--- config.mk ---
export PLATFORM = sky130hd
export DESIGN_NAME = mux_rr_arbiter_flat
export DESIGN_NICKNAME = d
export VERILOG_FILES = /design/src/rtl/mux_rr_arbiter_if.sv /design/src/rtl/mux_rr_arbiter.sv /design/src/flat_wrapper.sv
export SDC_FILE = /design/constraint.sdc
export NUM_CORES = 1
export LEC_CHECK = 0
export BUFFER_PORTS_ARGS = -buffer_cell sky130_fd_sc_hd__buf_2
export CORE_MARGIN = 4
export CORE_UTILIZATION = 35
export CTS_CLUSTER_SIZE = 30
export DETAILED_ROUTE_END_ITERATION = 8
export GPL_TIMING_DRIVEN = 0
export HOLD_SLACK_MARGIN = 0.12
export SLEW_MARGIN = 30
export SYNTH_ARGS = -nofsm -noshare
export SYNTH_HDL_FRONTEND = slang
export SYNTH_SLANG_ARGS = --single-unit
--- constraint.sdc ---
create_clock -name CLK -period 2.7 [get_ports CLK]
set_clock_uncertainty 0.1 [all_clocks]
set_input_delay 0.54 -clock CLK [delete_from_list [all_inputs] [get_ports CLK]]
set_output_delay 0.54 -clock CLK [all_outputs]
set_load 0.005 [all_outputs]
--- src/rtl/mux_rr_arbiter_if.sv ---
// Request/grant bundle between the four requesters and the round-robin arbiter.
interface mux_rr_arbiter_if;
  logic [3:0] REQ;
  logic [3:0] GNT;
  logic [1:0] SEL;
  logic       BUSY;

  // Requester side: drives requests and observes the grant.
  modport master (
    output REQ,
    input  GNT,
    input  SEL,
    input  BUSY
  );

  // Arbiter side: samples requests and owns the grant outputs.
  modport slave (
    input  REQ,
    output GNT,
    output SEL,
    output BUSY
  );
endinterface

--- src/rtl/mux_rr_arbiter.sv ---
// Round-robin arbiter sharing a 4:1 single-bit mux among four requesters.
// Produces a registered one-hot grant and the encoded select for the mux S
// input. A burst limit keeps one owner from starving pending requesters.
module mux_rr_arbiter #(
  parameter int MAX_BURST = 4
) (
  input  logic             CLK,
  input  logic             RST_N,
  mux_rr_arbiter_if.slave  bus
);

  localparam logic [0:0] IDLE  = 1'b0;
  localparam logic [0:0] GRANT = 1'b1;

  localparam logic [7:0] MaxBurst = 8'(MAX_BURST);

  logic [0:0] state_q, state_d;
  logic [3:0] gnt_q, gnt_d;
  logic [1:0] sel_q, sel_d;
  logic       busy_q, busy_d;
  logic [1:0] last_q, last_d;
  logic [7:0] cnt_q, cnt_d;

  logic [3:0] othersReq;
  logic [1:0] idleWinner;
  logic [1:0] handWinner;

  // First candidate with its bit set, scanning last+1, last+2, last+3, last+4.
  function automatic logic [1:0] rrPick(input logic [3:0] cand, input logic [1:0] last);
    logic [1:0] idx;
    logic [1:0] pick;
    logic       found;
    pick  = last;
    found = 1'b0;
    for (int k = 1; k <= 4; k++) begin
      idx = last + 2'(k);
      if (!found && cand[idx]) begin
        pick  = idx;
        found = 1'b1;
      end
    end
    return pick;
  endfunction

  assign othersReq  = bus.REQ & ~(4'b0001 << last_q);
  assign idleWinner = rrPick(bus.REQ, last_q);
  assign handWinner = rrPick(othersReq, last_q);

  // Next-state arbitration: idle pick, release handoff, burst expiry, or hold.
  always_comb begin
    state_d = state_q;
    gnt_d   = gnt_q;
    sel_d   = sel_q;
    busy_d  = busy_q;
    last_d  = last_q;
    cnt_d   = cnt_q;
    if (state_q == IDLE) begin
      if (|bus.REQ) begin
        gnt_d   = 4'b0001 << idleWinner;
        sel_d   = idleWinner;
        last_d  = idleWinner;
        cnt_d   = 8'd1;
        busy_d  = 1'b1;
        state_d = GRANT;
      end
    end else begin
      if (!bus.REQ[last_q] || (cnt_q == MaxBurst && |othersReq)) begin
        if (|othersReq) begin
          gnt_d  = 4'b0001 << handWinner;
          sel_d  = handWinner;
          last_d = handWinner;
          cnt_d  = 8'd1;
        end else begin
          gnt_d   = 4'b0000;
          busy_d  = 1'b0;
          state_d = IDLE;
        end
      end else if (cnt_q < MaxBurst) begin
        cnt_d = cnt_q + 8'd1;
      end
    end
  end

  // State and output registers; LAST resets to 3 so the first pick starts at 0.
  always_ff @(posedge CLK or negedge RST_N) begin
    if (!RST_N) begin
      state_q <= IDLE;
      gnt_q   <= 4'b0000;
      sel_q   <= 2'd0;
      busy_q  <= 1'b0;
      last_q  <= 2'd3;
      cnt_q   <= 8'd0;
    end else begin
      state_q <= state_d;
      gnt_q   <= gnt_d;
      sel_q   <= sel_d;
      busy_q  <= busy_d;
      last_q  <= last_d;
      cnt_q   <= cnt_d;
    end
  end

  assign bus.GNT  = gnt_q;
  assign bus.SEL  = sel_q;
  assign bus.BUSY = busy_q;

endmodule

--- src/flat_wrapper.sv ---
// flat-port wrapper written by rule: the top's interface ports become plain ports
module mux_rr_arbiter_flat 
#(
  parameter int MAX_BURST = 4
)
  (CLK, RST_N, bus_REQ, bus_GNT, bus_SEL, bus_BUSY);
  mux_rr_arbiter_if bus_i ();
  input  logic CLK;
  input  logic RST_N;
  input wire logic [$bits(bus_i.REQ)-1:0] bus_REQ;
  output wire logic [$bits(bus_i.GNT)-1:0] bus_GNT;
  output wire logic [$bits(bus_i.SEL)-1:0] bus_SEL;
  output wire logic [$bits(bus_i.BUSY)-1:0] bus_BUSY;
  assign bus_i.REQ = bus_REQ;
  assign bus_GNT = bus_i.GNT;
  assign bus_SEL = bus_i.SEL;
  assign bus_BUSY = bus_i.BUSY;
  mux_rr_arbiter #(.MAX_BURST(MAX_BURST)) u_core (.CLK(CLK), .RST_N(RST_N), .bus(bus_i));
endmodule
==> results.tsv, run 1 <==
stage	metric	value	unit
timing	min_period_over_period	96.97	%
final_layout	fillers	352	
floorplanning	std_cell_rows	22	
final_layout	syn_to_final_growth	20.83	%
synthesis	synth.area.top_cells	dfrtp_1 (29%), ha_1 (5.5%), mux4_2 (5.0%)	
final_layout	nets	170	
cts	path_clk_slew	0.07	ns
global_route	grt_max_degree	19	
timing	setup_viol_count_final	0	
cts	cts-root-buf	clkbuf_8	
timing	drv_slew	0	
critical_path	reg2reg_slack	0.08	ns
critical_path	r2r-end	u_core.bus.GNT[3]	
route	drt_wl_total	2795	um
route	drt_iter0_markers	32	
synthesis	synth-compound-area-share	19.08	%
power	net-switching-power	0.9793	mW
critical_path	startpoint_type	flop	
final_layout	num_antenna_cells	0	
cts	h-tree-depth	1	
route	wl_per_cell	13.63	um
timing	relSlewSlack	64.71	%
hold_path	hold_depth	1	
placed_design	gp_congestion	0.7864	
synthesis	yosys_warnings	0	
global_route	grt_first_pass_wirelength	4609	um
synthesis	syn_area	1358	um2
hold_path	hold_path_class	reg -> reg	
status	outcome	complete, no violations	
cts	clock_sinks	18	
cts	cts_tree	yes	
flow_run	max_cap_viol_count	0	
placed_design	hpwlAfterDp	1991	um
floorplanning	io_pins	13	
critical_path	worst-setup-path-type	reg -> reg	
synthesis	synth-xor-area-share	2.488	%
floorplanning	initial_core_util	36.53	%
floorplanning	fp.dieH	70.28	um
critical_path	cp_max_fo	5	
hold_path	min_to	u_core.cnt_q[4]	
cts	cts_buffers	3	
power	p_per_area	1418	nW/um2
power	internal_power	1.347	mW
timing	rsz0062_at_grt	true	
synthesis	synth_simple_gate_area_share	19.08	%
critical_path	cp.required	2.80	ns
global_route	antenna_found_initial	0	
route	viasPerCell	5.185	
route	drc	0	
timing	hold_violations	0	
synthesis	synth-edff-count	0	
critical_path	r2r_cells	8	
power	comb_power_share	71.3	%
final_layout	drive_gt1_share	36.94	%
power	sw_frac_of_total	42.10	%
route	ant_nets	0	
synthesis	ys.flop_type	dfrtp_1	
cts	clock_latency	0.25	ns
synthesis	syn_inst	134	
timing	tightest_slew	0.5220	ns
critical_path	worstPathArrival	2.72	ns
power	pwr-share-seq	19.2	%
critical_path	cp-end-kind	flop	
global_route	grt_usage	11.45	%
synthesis	syn_nets	146	
hold_path	min_from	u_core.cnt_q[4]	
power	p_leak	0.7354	nW
synthesis	muxShareOfSynthArea	13.09	%
power	vdd_drop_max	0.0005356	V
floorplanning	die_w	70.28	um
placed_design	io_buffers	11	
synthesis	synth_seq_area_share	33.36	%
critical_path	r2r-start	u_core.last_q[1]	
synthesis	synth.distinct_cells	45	
route	first_pass_iters	4	
timing	hold_ws	0.3771	ns
power	power_frac_clock	9.4	%
synthesis	yosys.area.top_type	dfrtp_1	
route	dr_total_vias	1063	
floorplanning	die_area	4939	um2
cts	clockBufferDepth	2	
synthesis	synth_top_cell_area_share	29.49	%
timing	period_needed	2.618	ns
synthesis	synthAdderAreaFrac	5.530	%
floorplanning	coreArea	3716	um2
global_route	grt_pass1_vias	1005	
timing	clock.fmax	381.9	MHz
global_route	grt_overflow	0	
synthesis	synth_top_family_by_area	compound AO/OA/AOI/OAI gates	
synthesis	ys_seq_elements	18	
final_layout	fin_util	44.14	%
synthesis	synthArstFlopShare	100.0	%
synthesis	synth_area_per_cell	10.13	um2
## cell usage after synthesis (all sizes together) (2+ instances only)
cell and instances:
a21o 4, a21oi 6, a2bb2oi 2, a31oi 3, and2 5, buf 6
dfrtp 16, dfstp 2, ha 6, inv 6, mux2 5, mux2i 5
mux4 3, nand2 14, nand2b 6, nor2 11, nor3 5, o21ai 9
o22a 2, o22ai 2, or4 2, xnor2 3
## registers in the layout, summed over array words and instances (netlist names)
| name | flops |
|---|---|
| u_core.bus.BUSY | 1 |
| u_core.bus.GNT | 4 |
| u_core.bus.SEL | 2 |
| u_core.cnt_q | 8 |
| u_core.last_q | 2 |
| u_core.state_q | 1 |
## layout by cell type (no fill, tap or decap), drive strengths merged, types with 2 or more instances in the layout
master    count
and2          5
nor2         11
xnor2         3
inv           4
a31oi         3
o22a          2
mux2i         5
a2bb2oi       2
ha            6
clkinvlp      2
a21o          4
nand2        14
o22ai         2
a21oi         6
buf          25
or4           2
dfstp         2
nor3          5
clkbuf        4
dfrtp        16
nand2b        6
mux4          3
o21ai         9
mux2          5
## stage by stage
stage          setup WS (ns)  area (um2)  setup TNS, ns  total power [mW]  instances
2_1_floorplan       -0.06395        1361        -0.2806             1.648        134
6_report             0.08178        1640              0             2.326        205
3_5_place_dp         -0.3041        1476         -2.091             1.930        193
3_3_place_gp         -0.2960        1476         -1.863             1.900        193
5_1_grt            -0.009641        1640      -0.009641             2.523        205
4_1_cts             -0.07942        1607        -0.3633             2.285        204
## metal layers
metal / vias to the layer above / part of all wire (%) / global-route usage [%]
met5: - / 0 / 0
met4: 0 / 1.6 / 3.404
met2: 29 / 47 / 18.30
met1: 504 / 47 / 14.70
met3: 6 / 4.8 / 3.597
li1: 524 / - / -
## worst max-delay path, cell delays in order (launching register included)
cell and delay [ns]:
dfstp_2 0.56, buf_8 0.11, clkinvlp_4 0.10, ha_4 0.29, mux4_2 0.60, a21o_1 0.22, xnor2_2 0.24, nor3b_2 0.21
o22a_1 0.13
## kinds of logic after synthesis
family / count (synthesis)
flops: 18
simple gates: 48
fa+ha+maj: 6
compound gates: 33
xor+xnor: 3
mux: 13
buf+inv: 13
## how the worst max path moves through the flow
| stage | start | endpoint | slack [ns] | cells past startpoint |
|---|---|---|---|---|
| final | u_core.last_q[1] | u_core.bus.GNT[3] | 0.08 | 8 |
| after global routing | u_core.last_q[1] | u_core.last_q[0] | -0.01 | 8 |
| after detailed placement | u_core.last_q[0] | u_core.bus.SEL[0] | -0.30 | 10 |
| after CTS | u_core.last_q[0] | u_core.bus.SEL[0] | -0.08 | 10 |
| after global placement | u_core.last_q[0] | u_core.bus.SEL[0] | -0.30 | 10 |
| after floorplan | u_core.last_q[0] | u_core.bus.GNT[2] | -0.06 | 10 |
## area by class of cell
cell class              count  area, um2  share of cell area, %
clock buffers               4      55.05                  3.356
well taps                  48      60.06                  3.661
flip-flops and latches     18      452.9                  27.61
multi-input cells         103      849.6                  51.79
inverters                   6      30.03                  1.831
plain buffers               4      45.04                  2.746
repair buffers             22      147.6                  9.001
## what timing repair did
item,4_1_cts,5_1_grt
gates resized for setup,4,8
endpoints found under the hold margin,8,0
buffers inserted,6,4
hold buffers,1,0
cloned,0,0
pin swaps,2,6
endpoints found under the setup margin,8,8
## power groups by stage
| stage | Sequential [mW] | Clock [mW] | Combinational (mW) |
|---|---|---|---|
| 2_1_floorplan | 0.445 | 0 | 1.20 |
| 3_3_place_gp | 0.441 | 0 | 1.46 |
| 3_5_place_dp | 0.447 | 0 | 1.48 |
| 4_1_cts | 0.440 | 0.232 | 1.61 |
| 5_1_grt | 0.464 | 0.250 | 1.81 |
| 6_report | 0.448 | 0.219 | 1.66 |
Power figures use the tool's default switching activity.
==> run 2: changes to the inputs <==
--- a/config.mk
+++ b/config.mk
@@ -6,7 +6,6 @@
 export NUM_CORES = 1
 export LEC_CHECK = 0
 export BUFFER_PORTS_ARGS = -buffer_cell sky130_fd_sc_hd__buf_2
-export CORE_MARGIN = 4
 export CORE_UTILIZATION = 35
 export CTS_CLUSTER_SIZE = 30
 export DETAILED_ROUTE_END_ITERATION = 8
==> run 2 against run 1 <==
Combinational power is 3% higher. Via count rose by 4.1%. Die area is 16% lower. Largest cell class unchanged. Critical path type unchanged. Worst hold slack gained 0.0026 ns. Register-to-register slack hardly changed. Wire length rose by 0.82%. Critical endpoint unchanged.
==> results.tsv, run 2 (synthesized netlist as in run 1, its figures left out) <==
stage	metric	value	unit	change
floorplanning	initial_core_util	36.80	%	+0.27 points
power	vdd_drop_max	0.0005961	V	+11%
cts	path_clk_slew	0.07	ns	about the same
final_layout	num_antenna_cells	0		unchanged
final_layout	final_cell_mix	dfrtp_1 (16), nand2_1 (14), buf_2 (13), nor2_1 (11), buf_4 (9)		
critical_path	cp-end-kind	flop		
final_layout	drive_gt1_share	38.36	%	+1.4 points
global_route	grt_usage	15.23	%	+3.8 points
final_layout	nets	172		+1.2%
timing	setup_viol_count_final	0		unchanged
timing	tightest_slew	0.4309	ns	-0.09108 ns
status	outcome	complete, no violations		
route	wl_per_cell	13.61	um	-0.15%
cts	cts_buffers	3		unchanged
floorplanning	fp.dieH	64.28	um	-8.5%
placed_design	placed_area	1476	um2	unchanged
route	ant_nets	0		unchanged
final_layout	multiInputGateArea	860.8	um2	+1.3%
route	drc	0		unchanged
final_layout	stdcell_area	1670	um2	+1.8%
final_layout	largest_reg_flops	8		unchanged
timing	period_needed	2.628	ns	+0.01006 ns
timing	drv_slew	0		unchanged
route	drt_wl_total	2818	um	+0.82%
cts	cts_tree	yes		
floorplanning	io_pins	13		unchanged
placed_design	hpwlAfterDp	1968	um	-1.2%
global_route	grt_overflow	0		unchanged
placed_design	place_inst	193		unchanged
final_layout	syn_to_final_growth	23.04	%	
placed_design	gp_congestion	0.7798		-0.84%
critical_path	cp.required	2.80	ns	about the same
power	comb_power_share	72.0	%	+0.7 points
global_route	grt_max_degree	19		unchanged
power	pwr-share-seq	19.0	%	-0.2 points
power	net-switching-power	0.9881	mW	+0.90%
power	p_leak	0.7438	nW	+1.1%
final_layout	layout_commonest_cell	dfrtp_1		
critical_path	worstPathArrival	2.72	ns	about the same
power	total_power	2.378	mW	+2.2%
floorplanning	std_cell_rows	22		unchanged
timing	hold_violations	0		unchanged
route	first_pass_iters	4		unchanged
timing	relSlewSlack	70.87	%	+6.2 points
floorplanning	die_area	4132	um2	-16%
cts	h-tree-depth	1		unchanged
critical_path	worst-setup-path-type	reg -> reg		
hold_path	hold_path_class	reg -> reg		
floorplanning	coreArea	3689	um2	-0.74%
route	viasPerCell	5.348		+3.1%
global_route	antenna_found_initial	0		unchanged
global_route	grt_first_pass_wirelength	4864	um	+5.5%
timing	min_period_over_period	97.34	%	+0.37 points
flow_run	max_cap_viol_count	0		unchanged
cts	clock_latency	0.25	ns	about the same
cts	clock_sinks	18		unchanged
final_layout	regMostFlops	u_core.cnt_q		
critical_path	cp_max_fo	5		unchanged
final_layout	seq_area	452.9	um2	unchanged
critical_path	startpoint_type	flop		
final_layout	fin_util	45.28	%	+1.1 points
power	internal_power	1.390	mW	+3.2%
cts	cts-root-buf	clkbuf_8		
final_layout	fin_cells	207		+0.98%
timing	rsz0062_at_grt	true		
global_route	grt_pass1_vias	1068		+6.3%
timing	clock.fmax	380.5	MHz	-0.38%
cts	clockBufferDepth	2		unchanged
placed_design	io_buffers	11		unchanged
route	dr_total_vias	1107		+4.1%
power	p_per_area	1424	nW/um2	+0.39%
floorplanning	die_w	64.28	um	-8.5%
route	drt_iter0_markers	62		+94%
final_layout	fillers	366		+4.0%
power	power_frac_clock	9.1	%	-0.3 points
power	sw_frac_of_total	41.55	%	-0.55 points
run 2: layout make-up:
cell class              instances  share of cell area, %
multi-input cells             103                  51.54
flip-flops and latches         18                  27.12
repair buffers                 24                  9.963
well taps                      48                  3.596
clock buffers                   4                  3.296
plain buffers                   4                  2.697
inverters                       6                  1.798
run 2: layer usage:
metal  up-vias  part of all wire (%)  GRT usage (%)
met1       550                    45          18.08
met3         5                   4.3          3.750
met4         0                  0.99          4.722
met2        19                    49          26.71
met5         -                     0              0
li1        533                     -              -
run 2: what timing repair did:
item,CTS,global route
hold endpoints to repair,16,0
setup endpoints to repair,8,8
cloned,0,0
resized for setup,9,6
buffers inserted,10,2
hold buffers,1,0
pin swaps,5,5
run 2: worst max-delay path, stage by stage, from the launching register on:
cell	delay (ns)
dfstp_2	0.56
buf_8	0.11
clkinvlp_4	0.11
ha_4	0.31
mux4_2	0.58
a21o_1	0.21
xnor2_2	0.24
nor3b_2	0.20
o22a_1	0.15
run 2: path summary, 6_finish.rpt:
kind / startpoint / end / slack, ns / cells after the start
max: u_core.last_q[1] / u_core.bus.GNT[3] / 0.07 / 8
min: u_core.bus.SEL[1] / u_core.bus.SEL[1] / 0.38 / 1
max reg2reg: u_core.last_q[1] / u_core.bus.GNT[3] / 0.07 / 8
min reg2reg: u_core.bus.SEL[1] / u_core.bus.SEL[1] / 0.38 / 1
max in group asynchronous: RST_N / u_core.last_q[0] / 1.55 / 2
min in group asynchronous: RST_N / u_core.cnt_q[1] / 0.63 / 2
run 2: through the flow:
| step | hold WS, ns | worst slack [ns] | setup TNS (ns) |
|---|---|---|---|
| global placement | 0.3560 | -0.2652 | -1.776 |
| floorplan | 0.1444 | -0.06395 | -0.2806 |
| finish | 0.3797 | 0.07172 | 0 |
| detailed placement | 0.3603 | -0.2966 | -2.146 |
| CTS | 0.3850 | -0.01410 | -0.04700 |
| global route | 0.3931 | -0.03399 | -0.05957 |
run 2: power by group through the flow:
stage	clock network [mW]	registers (mW)	logic, mW
after floorplan	0	0.445	1.20
after global placement	0	0.442	1.45
after detailed placement	0	0.446	1.48
after CTS	0.224	0.442	1.73
after global routing	0.236	0.469	1.85
final	0.215	0.451	1.71
